File: src/rtl/ccff_loader_if.sv
// ccff_loader_if: bitstream word handshake between a word source and the chain loader.
interface ccff_loader_if #(parameter int WORD_W = 8);
    logic              bs_valid;
    logic [WORD_W-1:0] bs_data;
    logic              bs_ready;
    modport master(output bs_valid, bs_data, input bs_ready);
    modport slave(input bs_valid, bs_data, output bs_ready);
endinterface

File: src/rtl/ccff_loader.sv
// ccff_loader: fetches bitstream words and shifts them MSB-first into a configuration flip-flop chain.
module ccff_loader #(
    parameter int CHAIN_LEN     = 8,
    parameter int WORD_W        = 8,
    parameter int FETCH_TIMEOUT = 255
) (
    input  logic         prog_clk,
    input  logic         pReset_n,
    input  logic         start,
    input  logic         abort,
    ccff_loader_if.slave bs,
    output logic         ccff_head,
    output logic         shift_en,
    input  logic         ccff_tail,
    output logic         busy,
    output logic         done,
    output logic         err,
    output logic [15:0]  bit_cnt,
    output logic         tail_seen
);
    typedef enum logic [2:0] {IDLE, FETCH, SHIFT, DONE, ERROR} state_t;
    localparam int WCW = $clog2(WORD_W + 1);
    state_t            st;
    logic [WORD_W-1:0] shift_reg;
    logic [WCW-1:0]    wcnt;
    logic [15:0]       wait_cnt;
    logic [16:0]       rem, bit_nxt, wait_nxt;
    assign rem         = 17'(CHAIN_LEN) - 17'(bit_cnt);
    assign bit_nxt     = 17'(bit_cnt) + 17'd1;
    assign wait_nxt    = 17'(wait_cnt) + 17'd1;
    assign bs.bs_ready = st == FETCH;
    assign shift_en    = st == SHIFT;
    assign busy        = bs.bs_ready | shift_en;
    assign ccff_head   = shift_en & shift_reg[WORD_W-1];
    // The cycle carrying abort in SHIFT still clocks the chain, so it is counted too.
    always_ff @(posedge prog_clk) begin
        if (!pReset_n) begin
            st        <= IDLE;
            shift_reg <= '0;
            wcnt      <= '0;
            wait_cnt  <= '0;
            done      <= 1'b0;
            err       <= 1'b0;
            tail_seen <= 1'b0;
            bit_cnt   <= '0;
        end else begin
            case (st)
                IDLE, DONE, ERROR: if (start) begin
                    st        <= FETCH;
                    wait_cnt  <= '0;
                    done      <= 1'b0;
                    err       <= 1'b0;
                    tail_seen <= 1'b0;
                    bit_cnt   <= '0;
                end
                FETCH: begin
                    if (abort) st <= IDLE;
                    else if (bs.bs_valid) begin
                        shift_reg <= bs.bs_data;
                        wcnt      <= rem < 17'(WORD_W) ? WCW'(rem) : WCW'(WORD_W);
                        st        <= SHIFT;
                    end else if (wait_nxt == 17'(FETCH_TIMEOUT)) begin
                        st  <= ERROR;
                        err <= 1'b1;
                    end else wait_cnt <= wait_nxt[15:0];
                end
                SHIFT: begin
                    shift_reg <= shift_reg << 1;
                    bit_cnt   <= bit_nxt[15:0];
                    wcnt      <= wcnt - WCW'(1);
                    tail_seen <= tail_seen | ccff_tail;
                    if (abort) st <= IDLE;
                    else if (wcnt == WCW'(1)) begin
                        st       <= bit_nxt == 17'(CHAIN_LEN) ? DONE : FETCH;
                        done     <= bit_nxt == 17'(CHAIN_LEN);
                        wait_cnt <= '0;
                    end
                end
                default: st <= IDLE;
            endcase
        end
    end
endmodule

File: src/flat_wrapper.sv
// flat-port wrapper written by rule: the top's interface ports become plain ports
module ccff_loader_flat 
#(
    parameter int CHAIN_LEN     = 8,
    parameter int WORD_W        = 8,
    parameter int FETCH_TIMEOUT = 255
)
  (prog_clk, pReset_n, start, abort, ccff_head, shift_en, ccff_tail, busy, done, err, bit_cnt, tail_seen, bs_bs_valid, bs_bs_data, bs_bs_ready);
  ccff_loader_if #(.WORD_W(WORD_W)) bs_i ();
  input  logic prog_clk;
  input  logic pReset_n;
  input  logic start;
  input  logic abort;
  output logic ccff_head;
  output logic shift_en;
  input  logic ccff_tail;
  output logic busy;
  output logic done;
  output logic err;
  output logic [15:0] bit_cnt;
  output logic tail_seen;
  input wire logic [$bits(bs_i.bs_valid)-1:0] bs_bs_valid;
  input wire logic [$bits(bs_i.bs_data)-1:0] bs_bs_data;
  output wire logic [$bits(bs_i.bs_ready)-1:0] bs_bs_ready;
  assign bs_i.bs_valid = bs_bs_valid;
  assign bs_i.bs_data = bs_bs_data;
  assign bs_bs_ready = bs_i.bs_ready;
  ccff_loader #(.CHAIN_LEN(CHAIN_LEN), .WORD_W(WORD_W), .FETCH_TIMEOUT(FETCH_TIMEOUT)) u_core (.prog_clk(prog_clk), .pReset_n(pReset_n), .start(start), .abort(abort), .bs(bs_i), .ccff_head(ccff_head), .shift_en(shift_en), .ccff_tail(ccff_tail), .busy(busy), .done(done), .err(err), .bit_cnt(bit_cnt), .tail_seen(tail_seen));
endmodule
File: config.mk
export PLATFORM = sky130hd
export DESIGN_NAME = ccff_loader_flat
export DESIGN_NICKNAME = d
export VERILOG_FILES = /design/src/rtl/ccff_loader_if.sv /design/src/rtl/ccff_loader.sv /design/src/flat_wrapper.sv
export SDC_FILE = /design/constraint.sdc
export NUM_CORES = 1
export LEC_CHECK = 0
export CAP_MARGIN = 15
export CORE_MARGIN = 1.5
export CORE_UTILIZATION = 31
export CTS_CLUSTER_DIAMETER = 200
export DETAILED_ROUTE_END_ITERATION = 6
export GPL_TIMING_DRIVEN = 0
export SLEW_MARGIN = 20
export SYNTH_ARGS = -nofsm -noshare
export SYNTH_HDL_FRONTEND = slang
export SYNTH_SLANG_ARGS = --single-unit
File: constraint.sdc
create_clock -name prog_clk -period 2.64 [get_ports prog_clk]
set_input_delay 0.528 -clock prog_clk [delete_from_list [all_inputs] [get_ports prog_clk]]
set_output_delay 0.528 -clock prog_clk [all_outputs]
set_load 0.01 [all_outputs]
==> results.json, run 1 <==
{
  "synth_top_cell_by_area": "dfxtp_1",
  "yosys_warnings": 0,
  "combPwrFrac": 0.152,
  "ir_drop_mv": 0.2121,
  "place_ws_ns": -0.2127,
  "maxCapViolCount": 0,
  "max_freq_mhz": 387.2,
  "critPathLaunch": "abort",
  "cp-endpoint": "u_core.wait_cnt[1]",
  "rsz0062_at_grt": "no",
  "ctsRootBufferMaster": "clkbuf_8",
  "diodes": 0,
  "initial_core_util": 0.3166,
  "grt_max_degree": 19,
  "drt_wl_total_um": 9986,
  "leakage_nw": 1.390,
  "die-area_um2": 11660,
  "numClockSinks": 50,
  "syn_area_um2": 3417,
  "final.min_clock_period_ns": 2.583,
  "reg2reg_from": "u_core.wcnt[0]",
  "cts_buffers": 5,
  "syn_to_final_growth_pct": 18.86,
  "antenna_found_initial": 0,
  "report.final.slew_viol_count": 0,
  "cp_data_required_time_ns": 2.90,
  "timing.final.crit_share": 0.9784,
  "slowest_delay_ns": 0.55,
  "synthArstFlopShare": 0,
  "fin_nets": 510,
  "mappedNetlistNets": 468,
  "hpwl_um": 7144,
  "worst_ep_arrival_time_ns": 2.84,
  "setup_ws_ns": 0.05708,
  "power_mw": 1.519,
  "fin_cells": 630,
  "drive_gt1_frac": 0.1122,
  "clock_skew_ns": 0.01308,
  "routabilityCongestion": 0.8931,
  "ys_seq_elements": 50,
  "synthTopCellsByArea": "dfxtp_1 29%, nand2_1 6.6%, nor2_1 4.4%",
  "slew_headroom": 0.4891,
  "setup_violations": 0,
  "power.density_nw_per_um2": 374.1,
  "min_path_type": "flop to flop",
  "crit_type": "input port to flop",
  "grt_use_total": 0.1757,
  "crit_slowest_cell": "clkdlybuf4s50_1",
  "grt.overflow.total": 0,
  "r2r-end": "u_core.wait_cnt[1]",
  "cts_max_path_buffers": 2,
  "power_frac_clock": 0.334,
  "ff2ff_path_depth": 7,
  "crit_fanout": 7,
  "synth-main-ff-cell": "dfxtp_1",
  "ant_nets": 0,
  "power.switching_mw": 0.4668,
  "cp_cell_sequence": "clkdlybuf4s50_1 -> or3_1 -> a31oi_1 -> o31a_1 -> inv_1 -> a21oi_4 -> mux2i_1",
  "io_buffers": 35,
  "seq_power_share": 0.514,
  "netlist_instances": 447,
  "busiest_layer": "met2",
  "synth_top_area_share": 0.2929,
  "cts_hold_repair.buffers": 0,
  "clock_latency_ns": 0.32,
  "vias": 3510,
  "gr-usage-met1": 0.2195,
  "drc": 0,
  "avgSynthCellArea_um2": 7.644,
  "grtUsageMet2": 0.3006,
  "rows": 38,
  "rrSetupSlack_ns": 0.20,
  "dp_cells": 622,
  "io_pins": 37,
  "grtUsageMet3": 0.03617,
  "cts.htree.levels": 2,
  "vias_per_cell": 5.571,
  "core-area_um2": 10790,
  "drtPass1Iterations": 6,
  "swShare": 0.3073,
  "tightest_slew_ns": 0.7583,
  "first_iter_violations": 182,
  "die_h_um": 108.0,
  "hold_violations": 0,
  "grt_pass1_wl_um": 16370,
  "fillers": 1131,
  "die_w_um": 108.0,
  "path_clk_slew_ns": 0.11,
  "end_kind": "flop",
  "status": "finished clean",
  "synth.yosys.seq_area_share": 0.2929,
  "synth_edf_count": 0,
  "wl_per_cell_um": 15.85,
  "cts_tree": "yes",
  "final_core_util": 0.3763,
  "startpoint_type": "input port",
  "intPower_mw": 1.052,
  "synth_cell_type_count": 75,
  "grt_pass1_vias": 3269
}
## how the worst min path moves through the flow
stage | from | end | slack (ns) | cells past startpoint
6_report | u_core.shift_reg[2] | u_core.shift_reg[3] | 0.48 | 2
2_1_floorplan | u_core.shift_reg[0] | u_core.shift_reg[0] | 0.45 | 2
3_5_place_dp | u_core.shift_reg[2] | u_core.shift_reg[3] | 0.47 | 2
3_3_place_gp | u_core.shift_reg[2] | u_core.shift_reg[3] | 0.46 | 2
4_1_cts | u_core.shift_reg[2] | u_core.shift_reg[3] | 0.49 | 2
5_1_grt | u_core.shift_reg[1] | u_core.shift_reg[2] | 0.52 | 2
## stage by stage
step / hold WS, ns / cell area, um^2 / TNS (ns)
5_1_grt: 0.5203 / 4061 / 0
3_5_place_dp: 0.4703 / 3943 / -2.296
3_3_place_gp: 0.4591 / 3943 / -2.292
4_1_cts: 0.4876 / 4050 / 0
6_report: 0.4846 / 4061 / 0
2_1_floorplan: 0.4459 / 3417 / 0
## power by group through the flow
| stage | sequential, mW | clock (mW) | combinational [mW] |
|---|---|---|---|
| final | 0.781 | 0.507 | 0.231 |
| after global routing | 0.784 | 0.552 | 0.255 |
| after CTS | 0.781 | 0.527 | 0.229 |
| after detailed placement | 0.798 | 0 | 0.228 |
| after global placement | 0.798 | 0 | 0.223 |
| after floorplan | 0.796 | 0 | 0.146 |
## layer usage
| metal | part of all wire | wire [um] |
|---|---|---|
| met4 | 0.015 | 150 |
| met1 | 0.46 | 4548 |
| met3 | 0.049 | 487 |
| met2 | 0.48 | 4799 |
| met5 | 0 | 0 |
## area by class of cell
cell class	count	area, um^2	area share
clock buffers	5	68.82	0.01694
repair buffers	36	357.8	0.08811
multi-input cells	348	2211	0.5444
well taps	140	175.2	0.04313
clock inverters	3	26.28	0.006469
flip-flops and latches	50	1002	0.2468
inverters	15	63.81	0.01571
plain buffers	33	156.4	0.03851
## placed cells by master, fill, tap and decap left out, types with 9 or more instances in the layout
master and n:
nor2_1 40, clkbuf_1 17, and3_1 9, o21ai_0 29
a21oi_1 27, clkdlybuf4s50_1 35, inv_1 12, nand4_1 11
dfxtp_1 49, nand3_1 16, nand2_1 60
## logic make-up after synthesis
group                    count (synthesis)  synth area share
AND/OR/NAND/NOR                        206            0.3314
AO/OA/AOI/OAI                          123            0.2556
flip-flops                              50            0.2929
buffers and inverters                   49           0.06224
XOR/XNOR                                 8           0.02051
adder cells (fa/ha/maj)                  7           0.02563
multiplexers                             4           0.01172
## synthesized netlist by cell type, types with 3 or more instances
cell and n:
nand4b_1 6, a21oi_1 27, o32ai_1 5, dfxtp_1 50, nand3b_1 3, inv_2 3
or3_1 8, a211oi_1 3, o21ai_0 29, nand2_1 60, nor3_1 8, ha_1 7
a311oi_1 8, and2_1 8, o21a_1 4, mux2i_1 4, clkbuf_1 18, and3_1 9
nor2_1 40, a221oi_1 3, inv_1 12, nor4_1 6, a31oi_1 8, xnor2_1 5
clkbuf_2 3, nand2b_1 3, o22ai_1 6, nor2b_1 5, nand3_1 16, xor2_1 3
nand4_1 11, buf_2 8
## critical path: cells and delay by family
family                 cells  cell delay [ns]
AOI/OAI and AO/OA          3             0.86
buffers and inverters      2             0.77
muxes                      1             0.21
and+or+nand+nor            1             0.47
## what timing repair did
item	CTS	global route
gates resized for setup	4	5
setup buffers	1	0
gates cloned	0	0
endpoints found under the setup margin	3	5
pin swaps	1	0
(Power assumes the default switching activity.)
==> inputs of run 2 (changes only) <==
--- a/config.mk
+++ b/config.mk
@@ -11,6 +11,7 @@
 export CTS_CLUSTER_DIAMETER = 200
 export DETAILED_ROUTE_END_ITERATION = 6
 export GPL_TIMING_DRIVEN = 0
+export REMOVE_ABC_BUFFERS = 1
 export SLEW_MARGIN = 20
 export SYNTH_ARGS = -nofsm -noshare
 export SYNTH_HDL_FRONTEND = slang
==> results.json, run 2 (synthesized netlist as in run 1, its figures left out) <==
{
  "status": "finished clean",
  "first_iter_violations": 190,
  "ant_nets": 0,
  "ir_drop_mv": 0.1952,
  "core-area_um2": 10790,
  "vias": 3341,
  "io_buffers": 36,
  "drive_gt1_frac": 0.1082,
  "tightest_slew_ns": 1.048,
  "maxCapViolCount": 0,
  "antenna_found_initial": 0,
  "hpwl_um": 5886,
  "ff_latch_area_um2": 1011,
  "final.min_clock_period_ns": 2.535,
  "r2r-end": "u_core.wait_cnt[9]",
  "fillers": 1119,
  "routabilityCongestion": 0.8106,
  "report.final.slew_viol_count": 0,
  "diodes": 0,
  "worst_ep_arrival_time_ns": 2.01,
  "finalInstanceArea_um2": 4001,
  "grt.overflow.total": 0,
  "setup_tns_ns": 0,
  "ctsRootBufferMaster": "clkbuf_8",
  "grt_max_degree": 37,
  "ff2ff_path_depth": 8,
  "reg2reg_from": "u_core.wait_cnt[0]",
  "whs_endpoint": "u_core.shift_reg[0]",
  "rrSetupSlack_ns": 0.30,
  "vias_per_cell": 5.550,
  "cts_buffers": 5,
  "clock_skew_ns": 0.01263,
  "cts_tree": "yes",
  "numClockSinks": 50,
  "grt_pass1_wl_um": 15010,
  "die-area_um2": 11660,
  "drtPass1Iterations": 5,
  "path_clk_slew_ns": 0.10,
  "power.density_nw_per_um2": 377.0,
  "power_mw": 1.509,
  "rows": 38,
  "place_area_um2": 3791,
  "setup_violations": 0,
  "initial_core_util": 0.3166,
  "multi_input_area_um2": 2246,
  "syn_to_final_growth_pct": 17.10,
  "leakage_nw": 1.327,
  "timing.final.crit_share": 0.9603,
  "crit_type": "flop to output port",
  "die_w_um": 108.0,
  "drt_wl_total_um": 8706,
  "startpoint_type": "flop",
  "max_freq_mhz": 394.5,
  "drc": 0,
  "fin_nets": 482,
  "hp-start": "u_core.shift_reg[0]",
  "grt_use_total": 0.1572,
  "slew_headroom": 0.3006,
  "min_path_type": "flop to flop",
  "holdPathStages": 2,
  "end_kind": "output port",
  "crit_fanout": 26,
  "grt_pass1_vias": 3051,
  "cts_max_path_buffers": 2,
  "dp_cells": 589,
  "clock_latency_ns": 0.32,
  "io_pins": 37,
  "cts.htree.levels": 2,
  "cts_hold_repair.buffers": 0,
  "fin_cells": 602,
  "cp_data_required_time_ns": 2.11,
  "hold_violations": 0,
  "die_h_um": 108.0,
  "wl_per_cell_um": 14.46,
  "final_common_cell": "nand2_1",
  "mostFrequentLayoutCells": "60 x nand2_1, 46 x dfxtp_1, 40 x nor2_1"
}
## run 2: cell count changes in the layout (fill, tap and decap cells not counted), moves of 2 or more
cell | before | now
inv_6 | 2 | 0
clkbuf_1 | 17 | 0
clkbuf_2 | 3 | 0
dfxtp_1 | 49 | 46
dfxtp_4 | 0 | 2
buf_2 | 8 | 1
## run 2: worst max-delay path: stages (launching register included)
cell             delay (ns)
dfxtp_1                0.45
nor2b_4                0.25
nand2_8                0.16
inv_12                 0.16
and2_1                 0.14
clkdlybuf4s50_1        0.53
## run 2: worst max-delay path by stage
stage | start | end | slack, ns
after global routing | abort | u_core.wait_cnt[1] | -0.002
final | u_core.st[2] | ccff_head | 0.10
after detailed placement | u_core.st[1] | u_core.wcnt[2] | -0.61
after CTS | u_core.st[2] | ccff_head | 0.04
after floorplan | u_core.st[1] | u_core.wcnt[2] | 0.10
after global placement | pReset_n | u_core.wait_cnt[12] | -0.85
## run 2: per-layer routing
layer | part of all wire | up-vias | global-route usage | wire length (um)
met2 | 0.46 | 61 | 0.2455 | 3972
met3 | 0.035 | 7 | 0.02592 | 306
met1 | 0.50 | 1599 | 0.2232 | 4343
met4 | 0.0095 | 0 | 0.04323 | 83
li1 | - | 1674 | - | -
met5 | 0 | - | 0 | 0
## run 2: layout make-up
class,instances,share of cell area
clock inverter,2,0.004378
tap,140,0.04378
sequential,50,0.2527
clock buffer,6,0.02064
timing repair buffer,40,0.09944
inverter,15,0.01782
multi-input combinational,349,0.5613
## run 2: stage by stage
step / setup WS, ns / util / hold WS (ns)
global route: -0.002291 / 0.3707 / 0.5091
floorplan: 0.1015 / - / 0.4464
CTS: 0.03986 / 0.3641 / 0.4835
finish: 0.1049 / 0.3707 / 0.4783
detailed placement: -0.6067 / 0.3513 / 0.4677
global placement: -0.8483 / 0.3517 / 0.4578
## run 2: what timing repair did
| action | in CTS | in global routing |
|---|---|---|
| pin swaps | 1 | 0 |
| endpoints found under the setup margin | 16 | 12 |
| resized for setup | 11 | 7 |
| cloned | 1 | 0 |
| buffers inserted | 0 | 4 |
## run 2: where the power goes
part,internal (mW),switching [mW]
clock network,0.216,0.279
registers,0.770,0.0156
logic,0.0936,0.134
